==> config.mk <==
export PLATFORM = sky130hd
export DESIGN_NAME = minv_reg_ctrl
export DESIGN_NICKNAME = d
export VERILOG_FILES = /design/src/rtl/minv_reg_ctrl.sv
export SDC_FILE = /design/constraint.sdc
export NUM_CORES = 1
export LEC_CHECK = 0
export ABC_AREA = 1
export BUFFER_PORTS_ARGS = -buffer_cell sky130_fd_sc_hd__buf_2
export CAP_MARGIN = 20
export CELL_PAD_IN_SITES_DETAIL_PLACEMENT = 1
export CELL_PAD_IN_SITES_GLOBAL_PLACEMENT = 2
export CORE_ASPECT_RATIO = 0.75
export CORE_MARGIN = 2
export CORE_UTILIZATION = 20
export CTS_CLUSTER_SIZE = 12
export DETAILED_ROUTE_END_ITERATION = 6
export PLACE_DENSITY = 0.8
export REMOVE_ABC_BUFFERS = 1
export SYNTH_ARGS = -nofsm -noshare
export SYNTH_HDL_FRONTEND = slang
export SYNTH_SLANG_ARGS = --single-unit
==> constraint.sdc <==
create_clock -name clk -period 1.6 [get_ports clk]
set_input_delay 0.16 -clock clk [delete_from_list [all_inputs] [get_ports clk]]
set_output_delay 0.16 -clock clk [all_outputs]
set_load 0.005 [all_outputs]
==> src/rtl/minv_reg_ctrl.sv <==
// minv_reg_ctrl: command sequencer (load/shift/read) for a 256-bit U/T working register
module minv_reg_ctrl (
  input  logic        clk,
  input  logic        rst,
  input  logic        cmd_valid,
  output logic        cmd_ready,
  input  logic [1:0]  cmd_op,
  input  logic [7:0]  cmd_cnt,
  input  logic        cmd_fill,
  input  logic [15:0] din,
  input  logic        din_valid,
  output logic        din_ready,
  output logic [15:0] dout,
  output logic        dout_valid,
  input  logic        dout_ready,
  output logic        busy,
  output logic        done,
  output logic        reg_we,
  output logic        reg_sel_cyc,
  output logic        reg_sel_rs,
  output logic        reg_bit256,
  output logic [15:0] reg_din,
  input  logic [15:0] reg_lo
);
  typedef enum logic [2:0] {IDLE, LOAD, SHIFT, READ, DONE} state_t;
  localparam logic [1:0] OP_LOAD = 2'b00, OP_SHIFT = 2'b01, OP_READ = 2'b10;
  state_t state_q, state_d;
  logic [3:0] wcnt_q, wcnt_d;
  logic [7:0] scnt_q, scnt_d;
  logic fill_q, fill_d;
  logic load_acc, read_acc, last_word;
  assign load_acc  = state_q == LOAD && din_valid;
  assign read_acc  = state_q == READ && dout_ready;
  assign last_word = wcnt_q == 4'd15;
  always_comb begin
    state_d = state_q;
    wcnt_d  = wcnt_q;
    scnt_d  = scnt_q;
    fill_d  = fill_q;
    case (state_q)
      IDLE: if (cmd_valid) begin
        wcnt_d  = '0;
        state_d = cmd_op == OP_LOAD ? LOAD : cmd_op == OP_READ ? READ :
                  (cmd_op == OP_SHIFT && cmd_cnt != 8'd0) ? SHIFT : DONE;
        if (cmd_op == OP_SHIFT && cmd_cnt != 8'd0) begin
          scnt_d = cmd_cnt;
          fill_d = cmd_fill;
        end
      end
      LOAD, READ: if (load_acc || read_acc) begin
        wcnt_d  = last_word ? wcnt_q : wcnt_q + 4'd1;
        state_d = last_word ? DONE : state_q;
      end
      // scnt holds at 1 on exit so the count never wraps
      SHIFT: begin
        scnt_d  = scnt_q == 8'd1 ? scnt_q : scnt_q - 8'd1;
        state_d = scnt_q == 8'd1 ? DONE : SHIFT;
      end
      default: state_d = IDLE;
    endcase
  end
  always_ff @(posedge clk) begin
    if (rst) begin
      state_q <= IDLE;
      wcnt_q  <= '0;
      scnt_q  <= '0;
      fill_q  <= 1'b0;
    end else begin
      state_q <= state_d;
      wcnt_q  <= wcnt_d;
      scnt_q  <= scnt_d;
      fill_q  <= fill_d;
    end
  end
  assign cmd_ready   = state_q == IDLE;
  assign busy        = state_q != IDLE;
  assign done        = state_q == DONE;
  assign din_ready   = state_q == LOAD;
  assign dout_valid  = state_q == READ;
  assign dout        = reg_lo;
  assign reg_din     = din;
  assign reg_we      = load_acc || read_acc || state_q == SHIFT;
  assign reg_sel_cyc = read_acc;
  assign reg_sel_rs  = state_q == SHIFT;
  assign reg_bit256  = state_q == SHIFT && fill_q;
endmodule

==> results of run 1 <==
## where the power goes
group          total [mW]  switching (mW)  leakage [nW]  internal, mW
sequential          0.653           0.123         0.132         0.530
clock               0.382           0.163        0.0288         0.219
combinational        1.56            1.01         0.598         0.547
## kinds of logic (layout without fill, tap and decap cells)
group,after synthesis,in the layout,share of synthesized area
AO/OA/AOI/OAI,23,24,0.0914
AND/OR/NAND/NOR,124,124,0.401
XOR/XNOR,1,1,0.00609
flip-flops,16,16,0.223
buffers and inverters,64,61,0.252
adder cells (fa/ha/maj),3,3,0.0261
## cells in the final DEF, fill, tap and decap left out, types with 5 or more instances in the layout
| master | Yosys | final |
|---|---|---|
| a21oi_1 | 11 | 11 |
| buf_2 | 2 | 24 |
| dfxtp_1 | 16 | 14 |
| inv_1 | 25 | 25 |
| inv_2 | 5 | 5 |
| nand2_1 | 50 | 50 |
| nand3_1 | 16 | 16 |
| nand4_1 | 6 | 6 |
| nor2_1 | 38 | 38 |
| o21ai_0 | 8 | 8 |
## synth_stat cells
cell type	n	area, um2
nand3_1	16	80.1
dfxtp_1	16	320
nor2_2	1	6.26
o211ai_1	1	7.51
o21ai_0	8	40.0
nand3b_1	3	22.5
buf_2	2	10.0
nand3_4	2	35.0
nand2_4	2	22.5
nand2_1	50	188
a21oi_1	11	55.1
inv_1	25	93.8
ha_1	3	37.5
o21bai_1	1	7.51
nor2_4	1	11.3
nand4_1	6	37.5
inv_2	5	18.8
nand2_2	1	6.26
o21ai_1	1	5.00
buf_4	32	240
xor2_1	1	8.76
a21oi_4	1	16.3
nor3_1	3	15.0
nor2_1	38	143
nand3_2	1	10.0
## final cells by class
cell class                      instances  area [um2]  area share
Clock buffer                            4        55.1      0.0361
Inverter                               30         113      0.0739
Multi-Input combinational cell        152         768       0.504
Sequential cell                        16         323       0.212
Tap cell                               98         123      0.0805
Timing Repair Buffer                   27         143      0.0936
## through the flow
step | cells | worst slack (ns)
after floorplan | 197 | 0.296
after global placement | 322 | 0.175
after detailed placement | 322 | 0.128
after CTS | 326 | 0.0897
after global routing | 327 | 0.00154
final | 327 | 0.145
## worst max-delay path, delay by kind of cell, from the launching register on
family                   cells  cell delay (ns)
adder cells (fa/ha/maj)      1             0.20
AND/OR/NAND/NOR              5             0.50
buffers and inverters        1             0.08
flip-flops                   1             0.33
AO/OA/AOI/OAI                1             0.25
## state kept, by name, indices dropped and copies added (netlist names)
name and cells:
fill_q 1, wcnt_q 4, state_q 3, scnt_q 8
## metal layers
metal	vias to the layer above	GRT usage	share of wire
met1	639	0.178	0.50
met2	62	0.151	0.35
met5	-	0.0839	0.0098
met3	7	0.0910	0.13
li1	694	-	-
met4	2	0.0547	0.018
## path summary, 6_finish.rpt
kind                            cells past startpoint                      end  slack [ns]              startpoint
worst max-delay path                                8   scnt_q[6]$_SDFFE_PP0P_        0.14  scnt_q[1]$_SDFFE_PP0P_
worst min-delay path                                2  state_q[1]$_SDFFE_PP0P_        0.12                     rst
worst max register to register                      8   scnt_q[6]$_SDFFE_PP0P_        0.14  scnt_q[1]$_SDFFE_PP0P_
worst min register to register                      2   scnt_q[1]$_SDFFE_PP0P_        0.49  scnt_q[1]$_SDFFE_PP0P_
==> flow_summary_export.csv, run 1 <==
group,metric,value,unit
pwr,p_leak,0.759,nW
worst_setup_path,cp-end-kind,"flip-flop",
sta,rsz0062_at_grt,"false",
global_routing,gr-total-overflow,0,
synthesis,syn_area_per_cell,6.22,um2
clock_tree,cts_hold_buffers,0,
pwr,powerDensity,1700,nW/um2
synthesis,ys_seq_elements,16,
worst_setup_path,cp_slowest_cell,"dfxtp_1",
sta,max_freq,0.687,GHz
clock_tree,cts.clk_slew.worst_paths,0.07,ns
finish,fin_util,0.221,
sta,finalClockSkew,0.00576,ns
synthesis,ys_seq_area_frac,0.223,
synthesis,ys_warn_count,0,
route,post_drt_wl_per_cell,15.7,um
sta,holdWs,0.117,ns
synthesis,syn_inst,231,
route,postRouteAntennaNets,0,
clock_tree,clock_path_buffers,2,
finish,post_route_cells_drive_above_1_share,0.210,
global_routing,antenna_found_initial,0,
route,drt-total-wl,5120,um
clock_tree,postCtsSetupBuffers,0,
sta,slew_violations,0,
die,core,6900,um2
sta,setup_viol,0,
worst_setup_path,cpMostUsedCell,"nor2_1",
worst_setup_path,critPathKind,"reg2reg",
sta,hold_viol_final,0,
finish,area_growth,6.01,%
run_status,status,"completed",
route,firstDrtPassIters,4,
place,routabilityCongestion,0.782,
sta,period_share,0.910,
sta,tns,0,ns
route,drc,0,
die,fp.dieH,77.4,um
worst_hold_path,min_path_type,"in2reg",
global_routing,grtUsageTotal,0.133,
place,io_buffers,24,
sta,maxSlewHeadroom,0.706,
pwr,max-vdd-ir-drop,286,uV
worst_setup_path,cp_max_fo,8,
place,placed_area,1450,um2
die,placementRows,26,
synthesis,syn_area,1440,um2
clock_tree,cts_resized,0,
die,io_pins,89,
clock_tree,numCtsBuffers,3,
worst_setup_path,crit_required,1.77,ns
global_routing,first_global_vias,1341,
finish,diodes,0,
sta,min_period,1.46,ns
worst_setup_path,crit_path_start_kind,"flip-flop",
clock_tree,clock_sinks,16,
worst_setup_path,crit_chain,"inv_1, ha_1, nand3_1, nor2_4, a21oi_4, nand2_4, nor2_1, nor2_1",
route,vias,1404,
finish,nFillCells,909,
worst_setup_path,cp.arrival,1.62,ns
route,drt_iter0_drc,76,
sta,worstMarginPinSlew,0.439,ns
clock_tree,cts_tree,"built",
clock_tree,clk_latency,0.26,ns
die,die_w,102,um
route,via_per_inst,4.29,
worst_setup_path,critPathMaxStageDelay,0.33,ns
global_routing,grt_pass1_wl,7810,um
die,start_util,0.208,
flow_run,max_cap_violations,0,
finish,final_cell_area,1520,um2
die,die_area,7890,um2
finish,final_nets,281,
pwr,power.total,2.60,mW
synthesis,synthDistinctLibCells,25,
global_routing,grt_max_degree,14,
clock_tree,ctsHtreeMaxLevel,1,
place,hpwl,4070,um
clock_tree,clk_root_buffer_cell,"clkbuf_8",
Power figures use the tool's default switching activity.
==> run 2, diff against run 1 <==
Settings changed: CELL_PAD_IN_SITES_DETAIL_PLACEMENT 1 to 0, CELL_PAD_IN_SITES_GLOBAL_PLACEMENT 2 to 1, CORE_UTILIZATION 20 to 28, PLACE_DENSITY 0.8 to 0.82.
==> flow_summary_export.csv, run 2 (synthesis results as in run 1) <==
group,metric,value,unit
sta,finalClockSkew,0.00286,ns
finish,final_nets,278,
finish,regMostFlops,"scnt_q",
global_routing,gr-total-overflow,0,
route,via_per_inst,4.78,
clock_tree,clock_sinks,16,
sta,rsz0062_at_grt,"false",
place,io_buffers,24,
finish,largest_reg_flops,8,
route,drt_iter0_drc,110,
sta,hold_viol_final,0,
worst_setup_path,critPathMaxStageDelay,0.34,ns
global_routing,grt_pass1_wl,6960,um
global_routing,grt_max_degree,14,
worst_setup_path,crit_path_start_kind,"flip-flop",
worst_setup_path,cp_slowest_cell,"dfxtp_1",
finish,seqCellArea,320,um2
sta,maxSlewHeadroom,0.753,
die,core,4930,um2
finish,diodes,0,
finish,nFillCells,558,
route,firstDrtPassIters,5,
clock_tree,cts.clk_slew.worst_paths,0.07,ns
die,start_util,0.292,
worst_setup_path,cpMostUsedCell,"nor2_1",
sta,slew_violations,0,
die,placementRows,22,
route,vias,1366,
die,fp.dieH,66.1,um
route,postRouteAntennaNets,0,
sta,worstMarginPinSlew,0.371,ns
sta,max_freq,0.683,GHz
clock_tree,cts_resized,0,
global_routing,grtUsageTotal,0.160,
pwr,powerDensity,1700,nW/um2
clock_tree,numCtsBuffers,3,
finish,top_regs,"scnt_q (8), wcnt_q (4), state_q (3)",
global_routing,antenna_found_initial,0,
finish,layout_common_cells,"nand2_1 (50), nor2_1 (38), inv_1 (25), buf_2 (24)",
clock_tree,clk_root_buffer_cell,"clkbuf_8",
route,post_drt_wl_per_cell,15.2,um
sta,min_period,1.46,ns
place,hpwl,3460,um
route,drt-total-wl,4350,um
clock_tree,ctsHtreeMaxLevel,1,
worst_hold_path,min_path_type,"in2reg",
sta,setup_viol,0,
die,io_pins,89,
clock_tree,cts_tree,"built",
clock_tree,clock_path_buffers,2,
global_routing,first_global_vias,1223,
clock_tree,cts_hold_buffers,0,
worst_setup_path,crit_chain,"inv_1, ha_1, nand3_1, nor2_2, a21oi_4, nand2_4, nor2_1, nor2_1",
pwr,max-vdd-ir-drop,515,uV
flow_run,max_cap_violations,0,
clock_tree,clk_latency,0.25,ns
finish,layout_commonest_cell,"nand2_1",
sta,tns,0,ns
worst_setup_path,critPathKind,"reg2reg",
finish,area_growth,0.522,%
finish,post_route_cells_drive_above_1_share,0.190,
pwr,p_leak,0.746,nW
worst_setup_path,cp.arrival,1.62,ns
die,die_area,5730,um2
clock_tree,postCtsSetupBuffers,0,
run_status,status,"completed",
pwr,power.total,2.46,mW
finish,multiInputGateArea,754,um2
route,drc,0,
worst_setup_path,cp_max_fo,9,
worst_setup_path,cp-end-kind,"flip-flop",
sta,period_share,0.915,
worst_setup_path,crit_required,1.75,ns
die,die_w,86.7,um
place,routabilityCongestion,0.833,
[run 2: critical path: cells and delay by family (launching register included)]
| kind | cells | cell delay [ns] |
|---|---|---|
| buffers and inverters | 1 | 0.07 |
| AOI/OAI and AO/OA | 1 | 0.27 |
| and+or+nand+nor | 5 | 0.48 |
| DFF | 1 | 0.34 |
| adders and majority gates | 1 | 0.20 |
[run 2: final cells by class]
cell class              instances  area share
clock buffers                   4      0.0381
inverters                      30      0.0779
multi-input cells             151       0.522
flip-flops and latches         16       0.222
repair buffers                 25      0.0883
well taps                      60      0.0519
[run 2: metal layers]
| metal | vias to the layer above | share of wire | GRT usage |
|---|---|---|---|
| li1 | 687 | - | - |
| met1 | 618 | 0.51 | 0.226 |
| met2 | 57 | 0.35 | 0.183 |
| met3 | 4 | 0.13 | 0.111 |
| met4 | 0 | 0.0074 | 0.0332 |
| met5 | - | 0 | 0.0909 |
[run 2: through the flow]
| step | setup slack (ns) | std cells | utilization | hold WS, ns | area (um2) |
|---|---|---|---|---|---|
| 2_1_floorplan | 0.296 | 197 | - | 0.229 | 1190 |
| 3_3_place_gp | 0.186 | 282 | 0.282 | 0.320 | 1390 |
| 3_5_place_dp | 0.130 | 282 | 0.282 | 0.320 | 1390 |
| 4_1_cts | 0.117 | 286 | 0.293 | 0.140 | 1450 |
| 5_1_grt | 0.0153 | 286 | 0.293 | 0.152 | 1450 |
| 6_report | 0.135 | 286 | 0.293 | 0.147 | 1450 |
[run 2: path summary, 6_finish.rpt]
kind	startpoint	cells after the start	slack (ns)	endpoint
setup / recovery	scnt_q[1]$_SDFFE_PP0P_	8	0.14	scnt_q[7]$_SDFFE_PP0P_
hold / removal	rst	2	0.15	wcnt_q[3]$_SDFFE_PP0P_
setup reg to reg	scnt_q[1]$_SDFFE_PP0P_	8	0.14	scnt_q[7]$_SDFFE_PP0P_
hold reg to reg	wcnt_q[3]$_SDFFE_PP0P_	2	0.50	wcnt_q[3]$_SDFFE_PP0P_
[run 2: power by group]
part | switching, mW | internal, mW | leakage [nW] | total, mW
Sequential | 0.125 | 0.525 | 0.131 | 0.651
Clock | 0.154 | 0.219 | 0.0288 | 0.373
Combinational | 0.931 | 0.507 | 0.586 | 1.44
Total | 1.21 | 1.25 | 0.746 | 2.46
==> run 3, diff against run 2 <==
Settings changed: ABC_AREA 1 to 0, CORE_UTILIZATION 28 to 29.
==> flow_summary_export.csv, run 3 <==
group,metric,value,unit
run_status,status,"complete, but fails checks",
run_status,violations,"negative setup slack",
worst_setup_path,critPathMaxStageDelay,0.53,ns
sta,maxSlewHeadroom,0.774,
global_routing,grt_max_degree,24,
sta,rsz0062_at_grt,"true",
synthesis,ys_seq_area_frac,0.226,
synthesis,syn_inst,185,
die,placementRows,21,
synthesis,synth_area_leaders,"dfxtp_1 (23%), buf_4 (17%), nand2b_1 (4.4%)",
route,drc,0,
sta,worstMarginPinSlew,0.336,ns
pwr,p_comb_frac,0.570,
sta,max_freq,0.595,GHz
synthesis,synthTopCellsByCount,"buf_4 (32), dfxtp_1 (16), nor2_1 (12)",
finish,multiInputGateArea,868,um2
synthesis,synth_edf_count,0,
worst_setup_path,reg2reg_to,"scnt_q[7]$_SDFFE_PP0P_",
place,hpwl,3700,um
pwr,max-vdd-ir-drop,341,uV
worst_hold_path,min_from,"cmd_fill",
clock_tree,clk_latency,0.25,ns
sta,period_share,1.05,
worst_setup_path,r2r-start,"state_q[0]$_SDFFE_PP0P_",
worst_setup_path,r2r_slack,-0.08,ns
clock_tree,cts_tree,"built",
synthesis,ys_warn_count,0,
worst_setup_path,crit_path_start_kind,"flip-flop",
die,die_w,84.7,um
worst_hold_path,hold_path_depth,3,
global_routing,grt_pass1_wl,7770,um
finish,seqCellArea,330,um2
worst_setup_path,cp-end-kind,"flip-flop",
pwr,clock_power_share,0.160,
sta,setup_viol,10,
pwr,power.total,1.89,mW
finish,top_regs,"scnt_q (8), wcnt_q (4), state_q (3)",
place,preCtsSetupSlack,-0.175,ns
worst_setup_path,cp.arrival,1.84,ns
worst_setup_path,critPathKind,"reg2reg",
finish,largest_reg_flops,8,
global_routing,antenna_found_initial,0,
pwr,p_leak,0.787,nW
finish,final_nets,264,
finish,diodes,0,
clock_tree,ctsHtreeMaxLevel,1,
sta,min_period,1.68,ns
finish,layout_commonest_cell,"buf_4",
place,placed_area,1560,um2
finish,regMostFlops,"scnt_q",
synthesis,synthDistinctLibCells,46,
flow_run,max_cap_violations,0,
sta,hold_viol_final,0,
clock_tree,clock_sinks,16,
die,fp.dieH,64.5,um
die,start_util,0.310,
pwr,switching_share,0.385,
die,io_pins,89,
synthesis,yosys.area.top_type,"dfxtp_1",
route,drt_iter0_drc,101,
synthesis,ys_seq_elements,16,
die,die_area,5460,um2
worst_hold_path,worstHoldEndpoint,"fill_q$_SDFFE_PP0P_",
pwr,p_seq_frac,0.270,
synthesis,synth_most_common_cell,"buf_4",
sta,holdWs,0.166,ns
die,core,4570,um2
worst_setup_path,cp_slowest_cell,"or4b_4",
finish,nFillCells,458,
route,drt-total-wl,5180,um
worst_setup_path,crit_chain,"or4b_4, a211o_4, and2_4, o32ai_2",
route,firstDrtPassIters,4,
worst_setup_path,r2r_cells,4,
route,via_per_inst,5.57,
synthesis,synth-async-reset-ratio,0,
clock_tree,clock_path_buffers,2,
place,routabilityCongestion,0.867,
finish,post_route_cells_drive_above_1_share,0.431,
worst_setup_path,cp_max_fo,6,
route,postRouteAntennaNets,0,
route,post_drt_wl_per_cell,19.3,um
finish,area_growth,26.1,%
global_routing,grtUsageTotal,0.185,
sta,tns,-0.539,ns
finish,final_cell_area,1790,um2
global_routing,first_global_vias,1388,
synthesis,yosysTopAreaCellShare,0.226,
synthesis,synth_flop_cell,"dfxtp_1",
route,vias,1493,
synthesis,syn_area_per_cell,7.66,um2
worst_hold_path,min_path_type,"in2reg",
finish,layout_common_cells,"buf_4 (35), buf_2 (23), nor2_1 (12)",
sta,finalClockSkew,0.00521,ns
clock_tree,cts.clk_slew.worst_paths,0.06,ns
global_routing,gr-total-overflow,0,
clock_tree,cts_hold_buffers,0,
worst_setup_path,crit_required,1.76,ns
sta,setup_ws,-0.0820,ns
pwr,powerDensity,1060,nW/um2
pwr,power.internal,1.16,mW
pwr,switchingPower,0.727,mW
place,io_buffers,24,
synthesis,syn_area,1420,um2
clock_tree,numCtsBuffers,3,
sta,slew_violations,0,
clock_tree,clk_root_buffer_cell,"clkbuf_8",
==> run 3: worst max-delay path: cells and delay by family (launching register included) <==
family | cells | cell delay (ns)
AO/OA/AOI/OAI | 2 | 0.56
flip-flops | 1 | 0.33
AND/OR/NAND/NOR | 2 | 0.71
==> run 3: metal layers <==
metal	vias to the layer above	wire [um]	track usage
met5	-	0	0.0909
met4	0	38	0.0317
met3	4	704	0.127
met2	83	1980	0.229
met1	706	2460	0.252
li1	700	-	-
==> run 3: area by class of cell <==
type                    instances  share of cell area
clock buffers                   3              0.0231
flip-flops and latches         16               0.185
inverters                      12              0.0287
well taps                      57              0.0399
repair buffers                 62               0.237
multi-input cells             118               0.486
==> run 3: worst max path at each step <==
stage | startpoint | slack (ns) | depth (start not counted) | end
floorplan | state_q[1]$_SDFFE_PP0P_ | -0.22 | 5 | scnt_q[2]$_SDFFE_PP0P_
global placement | state_q[2]$_SDFFE_PP0P_ | -0.10 | 4 | scnt_q[2]$_SDFFE_PP0P_
detailed placement | state_q[2]$_SDFFE_PP0P_ | -0.18 | 4 | scnt_q[5]$_SDFFE_PP0P_
CTS | state_q[0]$_SDFFE_PP0P_ | -0.1 | 4 | scnt_q[2]$_SDFFE_PP0P_
global route | state_q[0]$_SDFFE_PP0P_ | -0.12 | 4 | scnt_q[7]$_SDFFE_PP0P_
finish | state_q[0]$_SDFFE_PP0P_ | -0.08 | 4 | scnt_q[7]$_SDFFE_PP0P_
==> run 3: power groups by stage <==
| stage | registers, mW | clock network [mW] | logic [mW] |
|---|---|---|---|
| after floorplan | 0.526 | 0 | 0.476 |
| after CTS | 0.498 | 0.303 | 0.947 |
| after global placement | 0.501 | 0 | 0.896 |
| final | 0.510 | 0.301 | 1.07 |
| after detailed placement | 0.502 | 0 | 0.893 |
| after global routing | 0.516 | 0.327 | 1.17 |
==> run 3: kinds of logic (layout without fill, tap and decap cells) <==
kind of cell               after synthesis  in the layout  synth area share
adders and majority gates                3              3            0.0265
and+or+nand+nor                         61             61             0.242
AOI/OAI and AO/OA                       49             50             0.249
buffers and inverters                   52             77             0.228
DFF                                     16             16             0.226
muxes                                    4              4            0.0283
==> run 3: per-stage QoR <==
| step | util | instances |
|---|---|---|
| 2_1_floorplan | - | 145 |
| 3_3_place_gp | 0.342 | 257 |
| 3_5_place_dp | 0.342 | 257 |
| 4_1_cts | 0.366 | 261 |
| 5_1_grt | 0.391 | 268 |
| 6_report | 0.391 | 268 |
==> run 3: repair_timing <==
item,in CTS,in global routing
gates resized for setup,13,19
pin swaps,2,3
cloned,1,0
endpoints found under the hold margin,0,0
endpoints found under the setup margin,11,17
setup buffers,0,7
